===== src/rtl/vram_pkg.sv =====
// Shared constants and enums for the VRAM arbiter and its clear engine.
package vram_pkg;

    localparam int VRAM_ADDR_W = 10;
    localparam int VRAM_DEPTH  = 1024;

    typedef enum logic [1:0] {
        OWN_NONE = 2'd0,
        OWN_CPU  = 2'd1,
        OWN_SCAN = 2'd2
    } owner_t;

    typedef enum logic {
        ST_IDLE  = 1'b0,
        ST_CLEAR = 1'b1
    } arb_state_t;

endpackage


===== src/rtl/vram_clear_engine.sv =====
// CLS sweep: writes CLEAR_VALUE to every VRAM address, one per cycle, while run is high.
module vram_clear_engine
    import vram_pkg::*;
#(
    parameter int                ADDR_W      = VRAM_ADDR_W,
    parameter int                DATA_W      = 8,
    parameter int                DEPTH       = VRAM_DEPTH,
    parameter logic [DATA_W-1:0] CLEAR_VALUE = '0
) (
    input  logic              clk,
    input  logic              rst,
    input  logic              run,
    output logic              busy,
    output logic              last,
    output logic              done,
    output logic              mem_en,
    output logic              mem_we,
    output logic [ADDR_W-1:0] mem_addr,
    output logic [DATA_W-1:0] mem_wdata
);

    logic [ADDR_W-1:0] cnt_p0;
    logic              done_p1;

    assign last = (cnt_p0 == ADDR_W'(DEPTH - 1));

    always_ff @(posedge clk) begin
        if (rst) begin
            cnt_p0  <= '0;
            done_p1 <= 1'b0;
        end else begin
            // done lands in the first cycle after the final write
            done_p1 <= run && last;
            if (run) begin
                cnt_p0 <= last ? '0 : cnt_p0 + ADDR_W'(1);
            end
        end
    end

    // ---- stage p0 -> memory port ----
    assign busy      = run;
    assign done      = done_p1;
    assign mem_en    = run;
    assign mem_we    = run;
    assign mem_addr  = run ? cnt_p0 : '0;
    assign mem_wdata = run ? CLEAR_VALUE : '0;

endmodule


===== src/rtl/vram_arbiter.sv =====
// Single-port frame-buffer arbiter: CPU vs scanout round-robin, plus the CLS clear engine.
// Optional statistics counters are built when VRAM_ARB_STATS_EN is defined.
module vram_arbiter
    import vram_pkg::*;
#(
    parameter int                ADDR_W      = VRAM_ADDR_W,
    parameter int                DATA_W      = 8,
    parameter int                DEPTH       = VRAM_DEPTH,
    parameter logic [DATA_W-1:0] CLEAR_VALUE = '0
) (
    input  logic              sys_clk,
    input  logic              sys_rst,
    input  logic              cpu_req,
    input  logic              cpu_we,
    input  logic [ADDR_W-1:0] cpu_addr,
    input  logic [DATA_W-1:0] cpu_wdata,
    output logic              cpu_gnt,
    output logic              cpu_rvalid,
    output logic [DATA_W-1:0] cpu_rdata,
    input  logic              scan_req,
    input  logic [ADDR_W-1:0] scan_addr,
    output logic              scan_gnt,
    output logic              scan_rvalid,
    output logic [DATA_W-1:0] scan_rdata,
    input  logic              cls_start,
    output logic              cls_busy,
    output logic              cls_done,
    output logic              mem_en,
    output logic              mem_we,
    output logic [ADDR_W-1:0] mem_addr,
    output logic [DATA_W-1:0] mem_wdata,
    input  logic [DATA_W-1:0] mem_rdata
`ifdef VRAM_ARB_STATS_EN
    ,
    output logic [15:0]       stat_conflicts,
    output logic [15:0]       stat_stall_cycles
`endif
);

    arb_state_t        state_p0, state_nxt;
    logic              fav_cpu_p0;
    owner_t            owner_p1;
    logic [DATA_W-1:0] cpu_hold_p1, scan_hold_p1;
    logic              cpu_win, scan_win, idle;

    logic              clr_busy, clr_last, clr_done, clr_en, clr_we;
    logic [ADDR_W-1:0] clr_addr;
    logic [DATA_W-1:0] clr_wdata;

    vram_clear_engine #(
        .ADDR_W      (ADDR_W),
        .DATA_W      (DATA_W),
        .DEPTH       (DEPTH),
        .CLEAR_VALUE (CLEAR_VALUE)
    ) u_clear (
        .clk       (sys_clk),
        .rst       (sys_rst),
        .run       (state_p0 == ST_CLEAR),
        .busy      (clr_busy),
        .last      (clr_last),
        .done      (clr_done),
        .mem_en    (clr_en),
        .mem_we    (clr_we),
        .mem_addr  (clr_addr),
        .mem_wdata (clr_wdata)
    );

    // Every combinational output is forced quiet while reset is held.
    assign idle = (state_p0 == ST_IDLE) && !sys_rst;

    always_comb begin
        state_nxt = state_p0;
        cpu_win   = 1'b0;
        scan_win  = 1'b0;
        case (state_p0)
            ST_IDLE: begin
                if (cls_start) state_nxt = ST_CLEAR;
                if (idle) begin
                    if (cpu_req && scan_req) begin
                        cpu_win  = fav_cpu_p0;
                        scan_win = !fav_cpu_p0;
                    end else begin
                        cpu_win  = cpu_req;
                        scan_win = scan_req;
                    end
                end
            end
            ST_CLEAR: begin
                if (clr_last) state_nxt = ST_IDLE;
            end
            default: state_nxt = ST_IDLE;
        endcase
    end

    always_comb begin
        mem_en    = 1'b0;
        mem_we    = 1'b0;
        mem_addr  = '0;
        mem_wdata = '0;
        if (clr_busy && !sys_rst) begin
            mem_en    = clr_en;
            mem_we    = clr_we;
            mem_addr  = clr_addr;
            mem_wdata = clr_wdata;
        end else if (cpu_win) begin
            mem_en    = 1'b1;
            mem_we    = cpu_we;
            mem_addr  = cpu_addr;
            mem_wdata = cpu_wdata;
        end else if (scan_win) begin
            mem_en    = 1'b1;
            mem_addr  = scan_addr;
        end
    end

    always_ff @(posedge sys_clk) begin
        if (sys_rst) begin
            state_p0     <= ST_IDLE;
            fav_cpu_p0   <= 1'b0;
            owner_p1     <= OWN_NONE;
            cpu_hold_p1  <= '0;
            scan_hold_p1 <= '0;
        end else begin
            state_p0 <= state_nxt;
            if (cpu_win)       fav_cpu_p0 <= 1'b0;
            else if (scan_win) fav_cpu_p0 <= 1'b1;
            if (cpu_win && !cpu_we) owner_p1 <= OWN_CPU;
            else if (scan_win)      owner_p1 <= OWN_SCAN;
            else                    owner_p1 <= OWN_NONE;
            if (cpu_rvalid)  cpu_hold_p1  <= mem_rdata;
            if (scan_rvalid) scan_hold_p1 <= mem_rdata;
        end
    end

    // ---- stage p1: read return, RAM data arrives one cycle after the grant ----
    assign cpu_gnt     = cpu_win;
    assign scan_gnt    = scan_win;
    assign cpu_rvalid  = !sys_rst && (owner_p1 == OWN_CPU);
    assign scan_rvalid = !sys_rst && (owner_p1 == OWN_SCAN);
    assign cpu_rdata   = sys_rst ? '0 : (cpu_rvalid  ? mem_rdata : cpu_hold_p1);
    assign scan_rdata  = sys_rst ? '0 : (scan_rvalid ? mem_rdata : scan_hold_p1);
    assign cls_busy    = clr_busy && !sys_rst;
    assign cls_done    = clr_done && !sys_rst;

`ifdef VRAM_ARB_STATS_EN
    logic [15:0] conf_p0, stall_p0;

    always_ff @(posedge sys_clk) begin
        if (sys_rst) begin
            conf_p0  <= '0;
            stall_p0 <= '0;
        end else begin
            if (idle && cpu_req && scan_req && conf_p0 != 16'hFFFF)
                conf_p0 <= conf_p0 + 16'd1;
            if (state_p0 == ST_CLEAR && (cpu_req || scan_req) && stall_p0 != 16'hFFFF)
                stall_p0 <= stall_p0 + 16'd1;
        end
    end

    assign stat_conflicts    = conf_p0;
    assign stat_stall_cycles = stall_p0;
`endif

endmodule


===== config.mk =====
export PLATFORM = sky130hd
export DESIGN_NAME = vram_arbiter
export DESIGN_NICKNAME = d
export VERILOG_FILES = /design/src/rtl/vram_pkg.sv /design/src/rtl/vram_clear_engine.sv /design/src/rtl/vram_arbiter.sv
export SDC_FILE = /design/constraint.sdc
export NUM_CORES = 1
export LEC_CHECK = 0
export ABC_AREA = 0
export CORE_MARGIN = 2
export CORE_UTILIZATION = 28
export DETAILED_ROUTE_END_ITERATION = 8
export PLACE_DENSITY = 0.69
export RECOVER_POWER = 50
export SLEW_MARGIN = 40
export SYNTH_ARGS = -nofsm -noshare
export SYNTH_HDL_FRONTEND = slang
export SYNTH_SLANG_ARGS = --single-unit

===== constraint.sdc =====
create_clock -name sys_clk -period 3.9 [get_ports sys_clk]
set_input_delay 0.78 -clock sys_clk [delete_from_list [all_inputs] [get_ports sys_clk]]
set_output_delay 0.78 -clock sys_clk [all_outputs]
set_load 0.01 [all_outputs]

==> results_dict.tcl <==
set metrics [dict create \
    clock.fmax_ghz 0.275 \
    synth.most_common_cell "nand2_1" \
    synth_top_cell_by_area "dfxtp_1" \
    synth_edf_count 0 \
    switching_share 0.228 \
    pwr-share-clk 0.408 \
    setup_viol 0 \
    synth-warning-count 0 \
    syn-cell-area_mm2 0.00153 \
    ioPinCount 84 \
    drc 0 \
    min_path_type "reg2reg" \
    slew_violations 0 \
    clock_latency_ns 0.28 \
    htree_levels 2 \
    rsz0062_at_grt "false" \
    end_kind "output pin" \
    fin_nets 313 \
    grt_overflow 0 \
    skew_ns 0.00760 \
    die_w_um 77.9 \
    gp_congestion 0.838 \
    outcome "finished clean" \
    tightest_slew_ns 0.564 \
    drtIter0Drc 52 \
    cts_buffers 5 \
    final.setup.tns_ns 0 \
    hold_viol 0 \
    synth_top_area_frac 0.406 \
    start_util 0.295 \
    syn_avg_cell_area_um2 8.13 \
    tritoncts "built" \
    io_buffers 83 \
    drtPass1Iterations 4 \
    dp_hpwl_mm 3.41 \
    die_h_um 77.9 \
    synthTopCellsByCount "nand2_1 (39), dfxtp_1 (31), a21oi_1 (19), and2_1 (19), a221o_1 (10)" \
    critical_path_class "in2out" \
    antenna_found_initial 0 \
    drt-total-wl_mm 4.46 \
    setup_slack_ns 0.262 \
    synth_top_flop_cell "dfxtp_1" \
    cp-start-kind "input pin" \
    combPwrFrac 0.173 \
    finalPower_w 0.000800 \
    min_period_ns 3.64 \
    gr-usage-all-layers 0.149 \
    vias 1591 \
    vdd.ir_drop.worst_v 0.000170 \
    p_per_area_mw_per_mm2 316 \
    rows 26 \
    drive_above_1_share 0.0590 \
    drt.antenna.violating_nets 0 \
    syn2layout_area_growth_pct 65.8 \
    yosys-top-cells-area "dfxtp_1 (41%), nand2_1 (9.6%), and2_1 (7.8%)" \
    wl_per_cell_um 13.1 \
    required_ns 3.12 \
    viasPerCell 4.67 \
    cts_max_path_buffers 2 \
    cts.repair.resized 0 \
    pwr-share-seq 0.419 \
    dp_slack_ns 0.344 \
    drv_cap 0 \
    syn_inst 188 \
    p_int_w 0.000618 \
    ys_seq_elements 31 \
    synth_cell_types 33 \
    n_antenna_cell 0 \
    grt_pass1_vias 1528 \
    clock_sinks 31 \
    max_slew_margin 0.624 \
    grt_pass1_wl_mm 7.21 \
    p_leak_nw 0.932 \
    coreArea_mm2 0.00517 \
    critPathArrivalTime_ns 2.86 \
    cts_setup_buffers 0 \
    worst_hold_slack_ns 0.459 \
    power.switching_w 0.000182 \
    grt_max_degree 23 \
    clockRootBuffer "clkbuf_8" \
    dieArea_mm2 0.00606 \
    period_share 0.933 \
    clk_pin_slew_worst_paths_ns 0.07 \
    holdBufCountCts 0 \
    synthesis.nets 231 \
    ys_seq_area_frac 0.406 \
    crit_fanout 12 \
    synthArstFlopShare 0 \
]
[kinds of logic (layout without fill, tap and decap cells)]
kind of cell / count (synthesis) / count (layout) / synth area share
adders and majority gates: 1 / 1 / 0.00819
and+or+nand+nor: 93 / 93 / 0.311
buffers and inverters: 17 / 100 / 0.0516
xor gates and xnor gates: 3 / 3 / 0.0172
AOI/OAI and AO/OA: 43 / 43 / 0.206
DFF: 31 / 31 / 0.406
[state kept, by name, indices dropped and copies added, names as in the netlist]
signal / cells
u_clear.done: 1
scan_hold_p1: 8
cpu_hold_p1: 8
u_clear.cnt_p0: 10
owner_p1: 2
fav_cpu_p0: 1
state_p0: 1
[final timing paths]
check                       from                 to  slack [ns]  depth (start not counted)
setup / recovery         sys_rst        mem_addr[6]        0.26                          5
hold / removal    cpu_hold_p1[6]     cpu_hold_p1[6]        0.46                          2
setup reg to reg        state_p0  u_clear.cnt_p0[9]        2.23                          3
hold reg to reg   cpu_hold_p1[6]     cpu_hold_p1[6]        0.46                          2
[layer usage]
| layer | share of wire | vias to the layer above | GRT usage |
|---|---|---|---|
| li1 | - | 816 | - |
| met1 | 0.44 | 709 | 0.180 |
| met2 | 0.47 | 57 | 0.241 |
| met3 | 0.072 | 9 | 0.0453 |
| met4 | 0.020 | 0 | 0.0679 |
| met5 | 0 | - | 0 |
[power groups by stage]
stage	clock network, W	registers (W)	logic (W)
4_1_cts	0.000337	0.000335	0.000141
3_5_place_dp	0	0.000342	0.000140
6_report	0.000326	0.000335	0.000138
3_3_place_gp	0	0.000342	0.000139
2_1_floorplan	0	0.000339	0.0000547
5_1_grt	0.000349	0.000337	0.000150
[critical path, stage by stage]
cell and delay [ns]:
dlygate4sd3_1 0.65, nor2_2 0.15, and3_1 0.48, a221o_1 0.25
clkdlybuf4s50_1 0.54
[placed cells by master, fill, tap and decap left out, types with 2 or more instances in the layout]
cell type and count:
nand2b_1 3, buf_4 4, nand2_1 39, a211oi_1 2
nor2b_1 5, dlygate4sd3_1 6, nand3_1 3, nor2_1 7
a21oi_1 19, nand4_2 2, xor2_1 3, or3_1 5
o21ai_0 3, clkbuf_8 6, nand4_1 3, a221o_1 10
nand3b_1 2, dfxtp_1 31, clkdlybuf4s50_1 77, o31ai_1 2
and2_1 19, inv_1 4, nor3_1 2, and3_1 2
[layout make-up]
class	instances	area, um2
Fill cell	495	2640
Timing Repair Buffer	88	865
Multi-Input combinational cell	140	828
Sequential cell	31	621
Tap cell	70	87.6
Clock buffer	6	82.6
Clock inverter	2	35.0
Inverter	4	15.0
[metrics by stage]
stage               utilization  cells  cell area (um2)
floorplan                     -    188             1530
global placement          0.468    333             2420
detailed placement        0.468    333             2420
CTS                       0.491    341             2540
global route              0.490    341             2530
finish                    0.490    341             2530
(Power assumes the default switching activity.)
